[src/rtl/decode_stage.sv]
// decode_stage: ID stage of the IF/ID/EX/WB pipeline.
// Decodes the fetched instruction, drives the register file read addresses,
// bypasses pending EX/WB results into the operands, stalls on RAW hazards and
// registers the decoded bundle into the ID/EX register under valid/ready.
// Optional feature macro: DEC_FWD_EX_EN (EX->ID bypass of ex_result; with it
// only load-use hazards stall, without it any EX destination match stalls).
module decode_stage #(
  parameter int DATA_W  = 16,
  parameter int ADDR_W  = 5,
  parameter int INSTR_W = 32,
  parameter int PC_W    = 16
) (
  input  logic               clk,
  input  logic               rst,
  input  logic               if_valid,
  input  logic [INSTR_W-1:0] if_instr,
  input  logic [PC_W-1:0]    if_pc,
  output logic               id_ready,
  output logic [ADDR_W-1:0]  rs_add1,
  output logic [ADDR_W-1:0]  rs_add2,
  input  logic [DATA_W-1:0]  read1,
  input  logic [DATA_W-1:0]  read2,
  input  logic               ex_enw,
  input  logic               ex_is_load,
  input  logic [ADDR_W-1:0]  ex_rd,
  input  logic [DATA_W-1:0]  ex_result,
  input  logic               wb_enw,
  input  logic [ADDR_W-1:0]  wb_rd,
  input  logic [DATA_W-1:0]  wb_data,
  input  logic               flush,
  output logic               out_valid,
  input  logic               out_ready,
  output logic [5:0]         out_opcode,
  output logic [ADDR_W-1:0]  out_rd,
  output logic [DATA_W-1:0]  out_op1,
  output logic [DATA_W-1:0]  out_op2,
  output logic [15:0]        out_imm,
  output logic [PC_W-1:0]    out_pc
);

`ifdef DEC_FWD_EX_EN
  localparam bit FWD_EX = 1'b1;
`else
  localparam bit FWD_EX = 1'b0;
`endif

  // Operand selection: r0 reads as zero, then EX (non-load, when enabled),
  // then WB (the regfile writes at the same edge we sample), then the regfile.
  function automatic logic signed [DATA_W-1:0] bypass(
    input logic [ADDR_W-1:0]        src,
    input logic signed [DATA_W-1:0] rdata,
    input logic                     ex_en,
    input logic                     ex_load,
    input logic [ADDR_W-1:0]        ex_dst,
    input logic signed [DATA_W-1:0] ex_val,
    input logic                     wb_en,
    input logic [ADDR_W-1:0]        wb_dst,
    input logic signed [DATA_W-1:0] wb_val
  );
    logic signed [DATA_W-1:0] res;
    if (src == '0)
      res = '0;
    else if (FWD_EX && ex_en && !ex_load && (ex_dst == src))
      res = ex_val;
    else if (wb_en && (wb_dst == src))
      res = wb_val;
    else
      res = rdata;
    return res;
  endfunction

  // ---- ID stage (p0): decode, bypass, hazard detection ----
  logic [5:0]               opcode_p0;
  logic [ADDR_W-1:0]        rd_p0;
  logic [ADDR_W-1:0]        rs1_p0;
  logic [ADDR_W-1:0]        rs2_p0;
  logic [15:0]              imm_p0;
  logic signed [DATA_W-1:0] op1_p0;
  logic signed [DATA_W-1:0] op2_p0;
  logic                     src_match;
  logic                     hazard;
  logic                     can_load;
  logic                     load_en;

  assign opcode_p0 = if_instr[31:26];
  assign rd_p0     = if_instr[25:21];
  assign rs1_p0    = if_instr[20:16];
  assign rs2_p0    = if_instr[15:11];
  assign imm_p0    = if_instr[15:0];

  assign rs_add1 = rs1_p0;
  assign rs_add2 = rs2_p0;

  assign op1_p0 = bypass(rs1_p0, read1, ex_enw, ex_is_load, ex_rd, ex_result,
                         wb_enw, wb_rd, wb_data);
  assign op2_p0 = bypass(rs2_p0, read2, ex_enw, ex_is_load, ex_rd, ex_result,
                         wb_enw, wb_rd, wb_data);

  // Both fields are treated as sources for every opcode; r0 never matches.
  assign src_match = (ex_rd != '0) && ((ex_rd == rs1_p0) || (ex_rd == rs2_p0));
  assign hazard    = if_valid && ex_enw && src_match && (ex_is_load || !FWD_EX);

  logic vld_p1;
  assign can_load = !vld_p1 || out_ready;
  assign id_ready = can_load && !hazard && !flush;
  assign load_en  = can_load && if_valid && !hazard;

  // ---- ID/EX register (p1) ----
  logic [5:0]               opcode_p1;
  logic [ADDR_W-1:0]        rd_p1;
  logic signed [DATA_W-1:0] op1_p1;
  logic signed [DATA_W-1:0] op2_p1;
  logic [15:0]              imm_p1;
  logic [PC_W-1:0]          pc_p1;

  // ID/EX register update: flush kills, otherwise load/bubble when EX can take it, else hold.
  always_ff @(posedge clk or posedge rst) begin
    if (rst) begin
      vld_p1    <= 1'b0;
      opcode_p1 <= '0;
      rd_p1     <= '0;
      op1_p1    <= '0;
      op2_p1    <= '0;
      imm_p1    <= '0;
      pc_p1     <= '0;
    end else if (flush) begin
      vld_p1 <= 1'b0;
    end else if (can_load) begin
      vld_p1 <= load_en;
      if (load_en) begin
        opcode_p1 <= opcode_p0;
        rd_p1     <= rd_p0;
        op1_p1    <= op1_p0;
        op2_p1    <= op2_p0;
        imm_p1    <= imm_p0;
        pc_p1     <= if_pc;
      end
    end
  end

  assign out_valid  = vld_p1;
  assign out_opcode = opcode_p1;
  assign out_rd     = rd_p1;
  assign out_op1    = op1_p1;
  assign out_op2    = op2_p1;
  assign out_imm    = imm_p1;
  assign out_pc     = pc_p1;

endmodule

[config.mk]
export PLATFORM = sky130hd
export DESIGN_NAME = decode_stage
export DESIGN_NICKNAME = d
export VERILOG_FILES = /design/src/rtl/decode_stage.sv
export SDC_FILE = /design/constraint.sdc
export NUM_CORES = 1
export LEC_CHECK = 0
export ABC_AREA = 1
export CAP_MARGIN = 20
export CORE_AREA = 4 4 104 106
export DETAILED_ROUTE_END_ITERATION = 16
export DIE_AREA = 0 0 108 110
export GPL_ROUTABILITY_DRIVEN = 0
export PLACE_DENSITY_LB_ADDON = 0.08
export REMOVE_ABC_BUFFERS = 1
export SLEW_MARGIN = 20
export SYNTH_ARGS = -nofsm -noshare
export SYNTH_HDL_FRONTEND = slang
export SYNTH_SLANG_ARGS = --single-unit
[constraint.sdc]
create_clock -name clk -period 6.8 [get_ports clk]
set_input_delay 1.7 -clock clk [delete_from_list [all_inputs] [get_ports clk]]
set_output_delay 1.7 -clock clk [all_outputs]
set_load 0.05 [all_outputs]
==> results.md, run 1 <==
- Adder-cell share of the synthesized area: 0%
- Reg2reg start: out_valid
- Proportion of synthesized area in mux cells: 0%
- CTS Root Cell: clkbuf_8
- First-pass DRT Iterations: 4
- Peak supply drop: between 150 and 200 µV
- Max frequency: ~180 MHz
- Pwr/cell area: around 240 nW/µm²
- Simple-Gate Fraction of Synth Area: between 40% and 50%
- Synth top cells by count: nand2_1 (268), nor2_1 (81), dfrtp_1 (76), inv_1 (55), nand4_1 (44)
- Total power: about 1.5 mW
- RSZ-0062 raised after global routing: no
- Cell with the most instances after synthesis: nand2_1
- Post-Syn Instances: a little over 600
- Synth Register Bits: 76
- Top_reg_cell synth: dfrtp_1
- Worst Hold Class: reg -> reg
- Sequential fraction of the synthesis area: a little under half
- Area occupied by multi-input gates: 1850 µm²
- Slew Viols, Final: 0
- Postcts setup bufs: 0
- Die Span X: ~110 µm
- Vias: around 4500
- Crit share post-route: about four fifths
- Clk_skew: roughly 0.0094 ns
- Vias/cell: about 4.9
- Final #Nets: 921
- Setup violators final: 0
- WL final: 13.1 mm
- Hold Path Depth: 2
- CTS tree: built
- CORE AREA: between 9000 and 10000 µm²
- Largest net degree at the start of global routing: 77
- Clk slew on worst S/H paths: ~0.080 ns
- Final hold vios: 0
- Slew headroom: roughly a third
- Max-Cap Viols: 0
- Critical Path Start: if_instr[12]
- Gr ovfl total: 0
- # diodes: 0
- Number of synthesized flops with an enable pin: 0
- R2R depth: 6
- Reg2reg end: out_imm[9]
- Critical path launch point type: primary input
- Hold-fix buffers at CTS: 0
- Fillcell total: a little under 900
- Clk sinks: 76
- Post-synthesis cell area: about 4200 µm²
- Initial antenna violation count: 0
- Finished Layout Cells: 929
- Post-route ant nets: 0
- Synthesis-to-layout area growth: 51.0%
- Worst slew pin tran: 0.994 ns
- Synth Area in XOR/XNOR: less than 1%
- Post-synth ARST share: 100%
- Pleak: ~3.4 nW
- First-pass GRT wire length: about 21 mm
- Wire per inst: about 14 µm
- Max FO, Critical Path: 5
- Avg Inst Size Synth: a little under 7 µm²
- DRC Markers: 0
- Initial DRC Count: 249
- Final TNS setup: 0 ns
- Share of the synthesized area in the top cell type: a little under half
- Fin crit period: ~5.4 ns
- Reg area: 1900 µm²
- Critical path endpoint category: output pin
- Warnings, synthesis: 0
- CP required: ~5.1 ns
- Cell variety after synth: 17
- Status: completed
- Compound-Gate Fraction of Synth Area: 0.327%
- Yosys top cell by area: dfrtp_1
- Max Root-Sink Buffers: 2
- CP arrival: 3.71 ns
- PortBufs: about 200
- Starting Density: 43.1%
- Vias in the first global route: ~4500
- Number of cell rows: 36
- Layout cells sized above 1: under 10%
- Hold Path Origin: out_imm[7]
- Post-CTS Resized: 0
- I/O pin count: around 220
- FF-to-FF setup slack: ~4.2 ns
- CTS H-tree depth: 3
- Post-DP HPWL: between 9 and 10 mm
- Clock latency on the worst-skew pair: approximately 0.34 ns
- Hold Path Sink: out_imm[7]
- Largest cells by area after synthesis: dfrtp_1 (45%), nand2_1 (24%), nor2_1 (7.2%)
- Placed cell count: just over 900
- Crit Path Class: in -> out
- Die height: ~110 µm
- Total track usage: a little over a fifth
- Combinational family with the most area after synthesis: simple AND/OR/NAND/NOR gates
- CTS Buf Count: 9
- Die ar.: approximately 12000 µm²
-- power by group --
part | switching [mW] | internal, mW | total, mW
clock | 0.172 | 0.132 | 0.304
combinational | 0.439 | 0.238 | 0.676
sequential | 0.0394 | 0.525 | 0.565
total | 0.650 | 0.895 | 1.54
-- worst max path at each step --
stage / to / slack [ns] / cells past startpoint
after CTS: id_ready / 1.37 / 11
after floorplan: id_ready / 1.85 / 4
after global routing: id_ready / 1.19 / 11
final: id_ready / 1.39 / 11
after global placement: id_ready / 1.39 / 11
after detailed placement: id_ready / 1.39 / 11
-- per-stage QoR --
step           util (%)  setup slack (ns)  instance area [µm²]  hold slack, ns
2_1_floorplan         -              1.85                 3950           0.762
3_3_place_gp       63.1              1.39                 6170           0.452
3_5_place_dp       63.2              1.39                 6170           0.457
4_1_cts            64.9              1.37                 6340           0.478
5_1_grt            65.0              1.19                 6350           0.486
6_report           65.0              1.39                 6350           0.473
-- cell type report --
cell class,instances,area share (%)
tap,133,2.62
clock inverter,6,0.610
clock buffer,10,2.01
sequential,76,29.9
inverter,57,3.39
multi-input combinational,440,29.0
timing repair buffer,207,32.4
-- critical path, cell delays in order --
cell             delay (ns)
clkdlybuf4s50_1        0.54
inv_1                  0.15
nand2_1                0.06
nand2_1                0.05
nor2_1                 0.04
nand3_1                0.06
nand2_1                0.09
nand2_2                0.07
nand2_1                0.05
nor2_1                 0.08
clkdlybuf4s50_1        0.83
-- per-layer routing --
layer  part of all wire, %  GRT usage, %
met4                   2.2          9.47
met5                     0             0
met2                    49          36.8
met1                    42          27.5
met3                   6.8          4.72
-- state kept, by name, indices dropped and copies added (netlist names) --
| name | cells |
|---|---|
| out_rd | 5 |
| out_op2 | 16 |
| out_imm | 16 |
| out_pc | 16 |
| out_op1 | 16 |
| out_valid | 1 |
| out_opcode | 6 |
-- cells in the final DEF (no fill, tap or decap) --
cell type / count
nand2_1: 268
clkdlybuf4s50_1: 199
nor2_1: 80
dfrtp_1: 76
inv_1: 54
nand4_1: 44
nand3_1: 38
clkbuf_8: 9
buf_4: 7
clkinv_2: 4
inv_2: 2
xnor2_1: 2
nand3_2: 2
nor3_1: 2
clkinvlp_4: 2
nand2_2: 1
nor2_2: 1
a21oi_2: 1
o21ai_1: 1
inv_6: 1
clkbuf_1: 1
buf_8: 1
-- logic make-up (layout without fill, tap and decap cells) --
group / after synthesis / in the layout
AOI/OAI and AO/OA: 2 / 2
xor gates and xnor gates: 2 / 2
DFF: 76 / 76
buffers and inverters: 102 / 280
and+or+nand+nor: 436 / 436
Note: power is estimated with default switching activity, not from simulation.
==> run 2, diff against run 1 <==
--- a/config.mk
+++ b/config.mk
@@ -7,9 +7,9 @@
 export LEC_CHECK = 0
 export ABC_AREA = 1
 export CAP_MARGIN = 20
-export CORE_AREA = 4 4 104 106
+export CORE_AREA = 4 4 108 110
 export DETAILED_ROUTE_END_ITERATION = 16
-export DIE_AREA = 0 0 108 110
+export DIE_AREA = 0 0 112 114
 export GPL_ROUTABILITY_DRIVEN = 0
 export PLACE_DENSITY_LB_ADDON = 0.08
 export REMOVE_ABC_BUFFERS = 1
==> constraint.sdc (replaced) <==
create_clock -name clk -period 5.1 [get_ports clk]
set_input_delay 1.275 -clock clk [delete_from_list [all_inputs] [get_ports clk]]
set_output_delay 1.275 -clock clk [all_outputs]
set_load 0.05 [all_outputs]
==> run 2 against run 1 <==
Compared with the run above:
- flip-flop and latch count did not move
- sequential power rose by 33%
- register-to-register slack worse by 1.3 ns
- clock power up 58%
- cell area rose by 1.1%
- critical endpoint is now rs_add2[3]
- highest routed layer unchanged
==> results.md, run 2 (synthesized netlist as in run 1, its figures left out) <==
- Status: completed (unchanged)
- Pleak: 3.42 nW (was 3.39 nW)
- CP required: 3.83 ns (was 5.10 ns)
- Net Switching: 0.875 mW (was 0.650 mW)
- Met2 global-route usage: 35.1% (was 36.8%)
- Internal Power: 1.26 mW (was 0.895 mW)
- Max Root-Sink Buffers: 2 (unchanged)
- Slew headroom: 34.0% (was 33.7%)
- FF-to-FF setup slack: 2.92 ns (was 4.21 ns)
- Vias/cell: 4.73 (was 4.88)
- Vias in the first global route: 4492 (was 4454)
- Met1 usage: 25.2% (was 27.5%)
- Critical Path, Cell by Cell: clkdlybuf4s50_1, clkdlybuf4s50_1 (was clkdlybuf4s50_1, inv_1, nand2_1, nand2_1, nor2_1, nand3_1, nand2_1, nand2_2, nand2_1, nor2_1, clkdlybuf4s50_1)
- CP arrival: 2.76 ns (was 3.71 ns)
- Hold Path Origin: out_imm[11] (was out_imm[7])
- Worst slew pin tran: 0.989 ns (was 0.994 ns)
- Worst path depth: 2 (was 11)
- Most Crowded Layer GR: met2 (unchanged)
- Reg2reg start: out_valid (unchanged)
- GR Util met3: 4.24% (was 4.72%)
- Seq pwr share: 35.3% (was 36.6%)
- Hold-fix buffers at CTS: 0 (unchanged)
- Clk_skew: 0.0111 ns (was 0.00936 ns)
- Wire per inst: 13.9 µm (was 14.1 µm)
- Crit share post-route: between 70 and 80%
- Fin crit period: 4.04 ns
- Reg2reg end: out_rd[2] (was out_imm[9])
- Starting Density: 39.3% (was 43.1%)
- CP most frequent cell: clkdlybuf4s50_1 (was nand2_1)
- Final hold vios: 0 (unchanged)
- Sw Share: 40.9% (was 42.1%)
- Max-Cap Viols: 0 (unchanged)
- CP bufs+invs: 2 (was 3)
- Synthesis-to-layout area growth: 52.6% (was 51.0%)
- Share of power burned in the clock network: 22.5% (was 19.7%)
- CORE AREA: 10700 µm² (was 9770 µm²)
- Hold Path Depth: 2 (unchanged)
- Critical path endpoint category: output pin (unchanged)
- Gr ovfl total: 0 (unchanged)
- Die height: 114 µm (was 110 µm)
- Final #Nets: 922 (was 921)
- Clk slew on worst S/H paths: 0.08 ns (about the same)
- RSZ-0062 raised after global routing: no (unchanged)
- Die ar.: 12800 µm² (was 11900 µm²)
- CTS tree: built (unchanged)
- Final TNS setup: 0 ns (unchanged)
- Pwr/cell area: 333 nW/µm² (was 243 nW/µm²)
- Cell family with most CP delay: buffers and inverters (unchanged)
- Hold Path Sink: out_imm[11] (was out_imm[7])
- Slew Viols, Final: 0 (unchanged)
- Total power: 2.14 mW (was 1.54 mW)
- Initial DRC Count: 346 (was 249)
- CTS Buf Count: 9 (unchanged)
- CTS H-tree depth: 3 (unchanged)
- Crit Path Class: in -> out (unchanged)
- Post-DP HPWL: 9.21 mm (was 9.01 mm)
- Critical path's largest stage delay: 0.86 ns (was 0.83 ns)
- Clock latency on the worst-skew pair: 0.34 ns (about the same)
- Critical path launch point type: primary input (unchanged)
- DRC Markers: 0 (unchanged)
- Worst Hold Class: reg -> reg (unchanged)
- Die Span X: 112 µm (was 108 µm)
- Vias: 4430 (was 4534)
- Initial antenna violation count: 0 (unchanged)
- Max FO, Critical Path: 6 (was 5)
- First-pass GRT wire length: 21.3 mm (was 21.0 mm)
- I/O pin count: 217 (unchanged)
- PortBufs: 199 (unchanged)
- Largest net degree at the start of global routing: 56 (was 77)
- Slowest cell on crit path: clkdlybuf4s50_1 (unchanged)
- Post-route ant nets: 0 (unchanged)
- WL final: 13.0 mm (was 13.1 mm)
- Postcts setup bufs: 0 (unchanged)
- CTS Root Cell: clkbuf_8 (unchanged)
- Max frequency: ~250 MHz
- Setup violators final: 0 (unchanged)
- Post-CTS Resized: 0 (unchanged)
- Peak supply drop: 169 µV (was 152 µV)
- R2R depth: 6 (unchanged)
- # diodes: 0 (unchanged)
- Number of cell rows: 38 (was 36)
- First-pass DRT Iterations: 5 (was 4)
- Most frequent cells in the layout: nand2_1 (268), clkdlybuf4s50_1 (198), nor2_1 (80) (was nand2_1 (268), clkdlybuf4s50_1 (199), nor2_1 (80))
- Logic pwr share: 42.2% (was 43.8%)
- Commonest non-fill, non-tap cell in the layout: nand2_1 (unchanged)
- Total track usage: 20.1% (was 22.0%)
- Layout cells sized above 1: 4.14% (was 3.89%)
- Clk sinks: 76 (unchanged)
[run 2: worst max-delay path by stage]
stage / startpoint / end
after floorplan: if_valid / out_op1[0]
final: if_instr[14] / rs_add2[3]
after CTS: if_instr[14] / rs_add2[3]
after detailed placement: if_instr[14] / rs_add2[3]
after global routing: if_instr[17] / id_ready
after global placement: if_instr[14] / rs_add2[3]
[run 2: layout make-up]
cell class	instances	area [µm²]
clock buffers	10	138
flip-flops and latches	76	1900
inverters	57	216
repair buffers	208	2080
well taps	140	175
clock inverters	6	68.8
multi-input cells	440	1840
fillers	1002	4280
[run 2: power groups by stage]
stage	clock, mW	combinational, mW	sequential, mW
after floorplan	0	0.168	1.11
final	0.481	0.903	0.754
after CTS	0.495	0.911	0.754
after detailed placement	0	0.909	0.765
after global placement	0	0.903	0.761
after global routing	0.521	0.958	0.767
[run 2: stage by stage]
stage / util, % / instances / area [µm²] / setup slack, ns / hold WS (ns)
after detailed placement: 58.1 / 921 / 6210 / 1.05 / 0.457
after floorplan: - / 573 / 3950 / 0.892 / 0.762
final: 60.0 / 937 / 6420 / 1.06 / 0.473
after global placement: 58.1 / 921 / 6210 / 1.05 / 0.453
after global routing: 60.0 / 937 / 6420 / 0.925 / 0.492
after CTS: 60.0 / 937 / 6420 / 1.04 / 0.477
[run 2: per-layer routing]
metal / vias up / share of wire (%) / routed length (µm)
met2: 171 / 49 / 6370
met1: 1994 / 42 / 5510
met3: 16 / 6.8 / 889
met5: - / 0 / 0
li1: 2249 / - / -
met4: 0 / 1.8 / 231
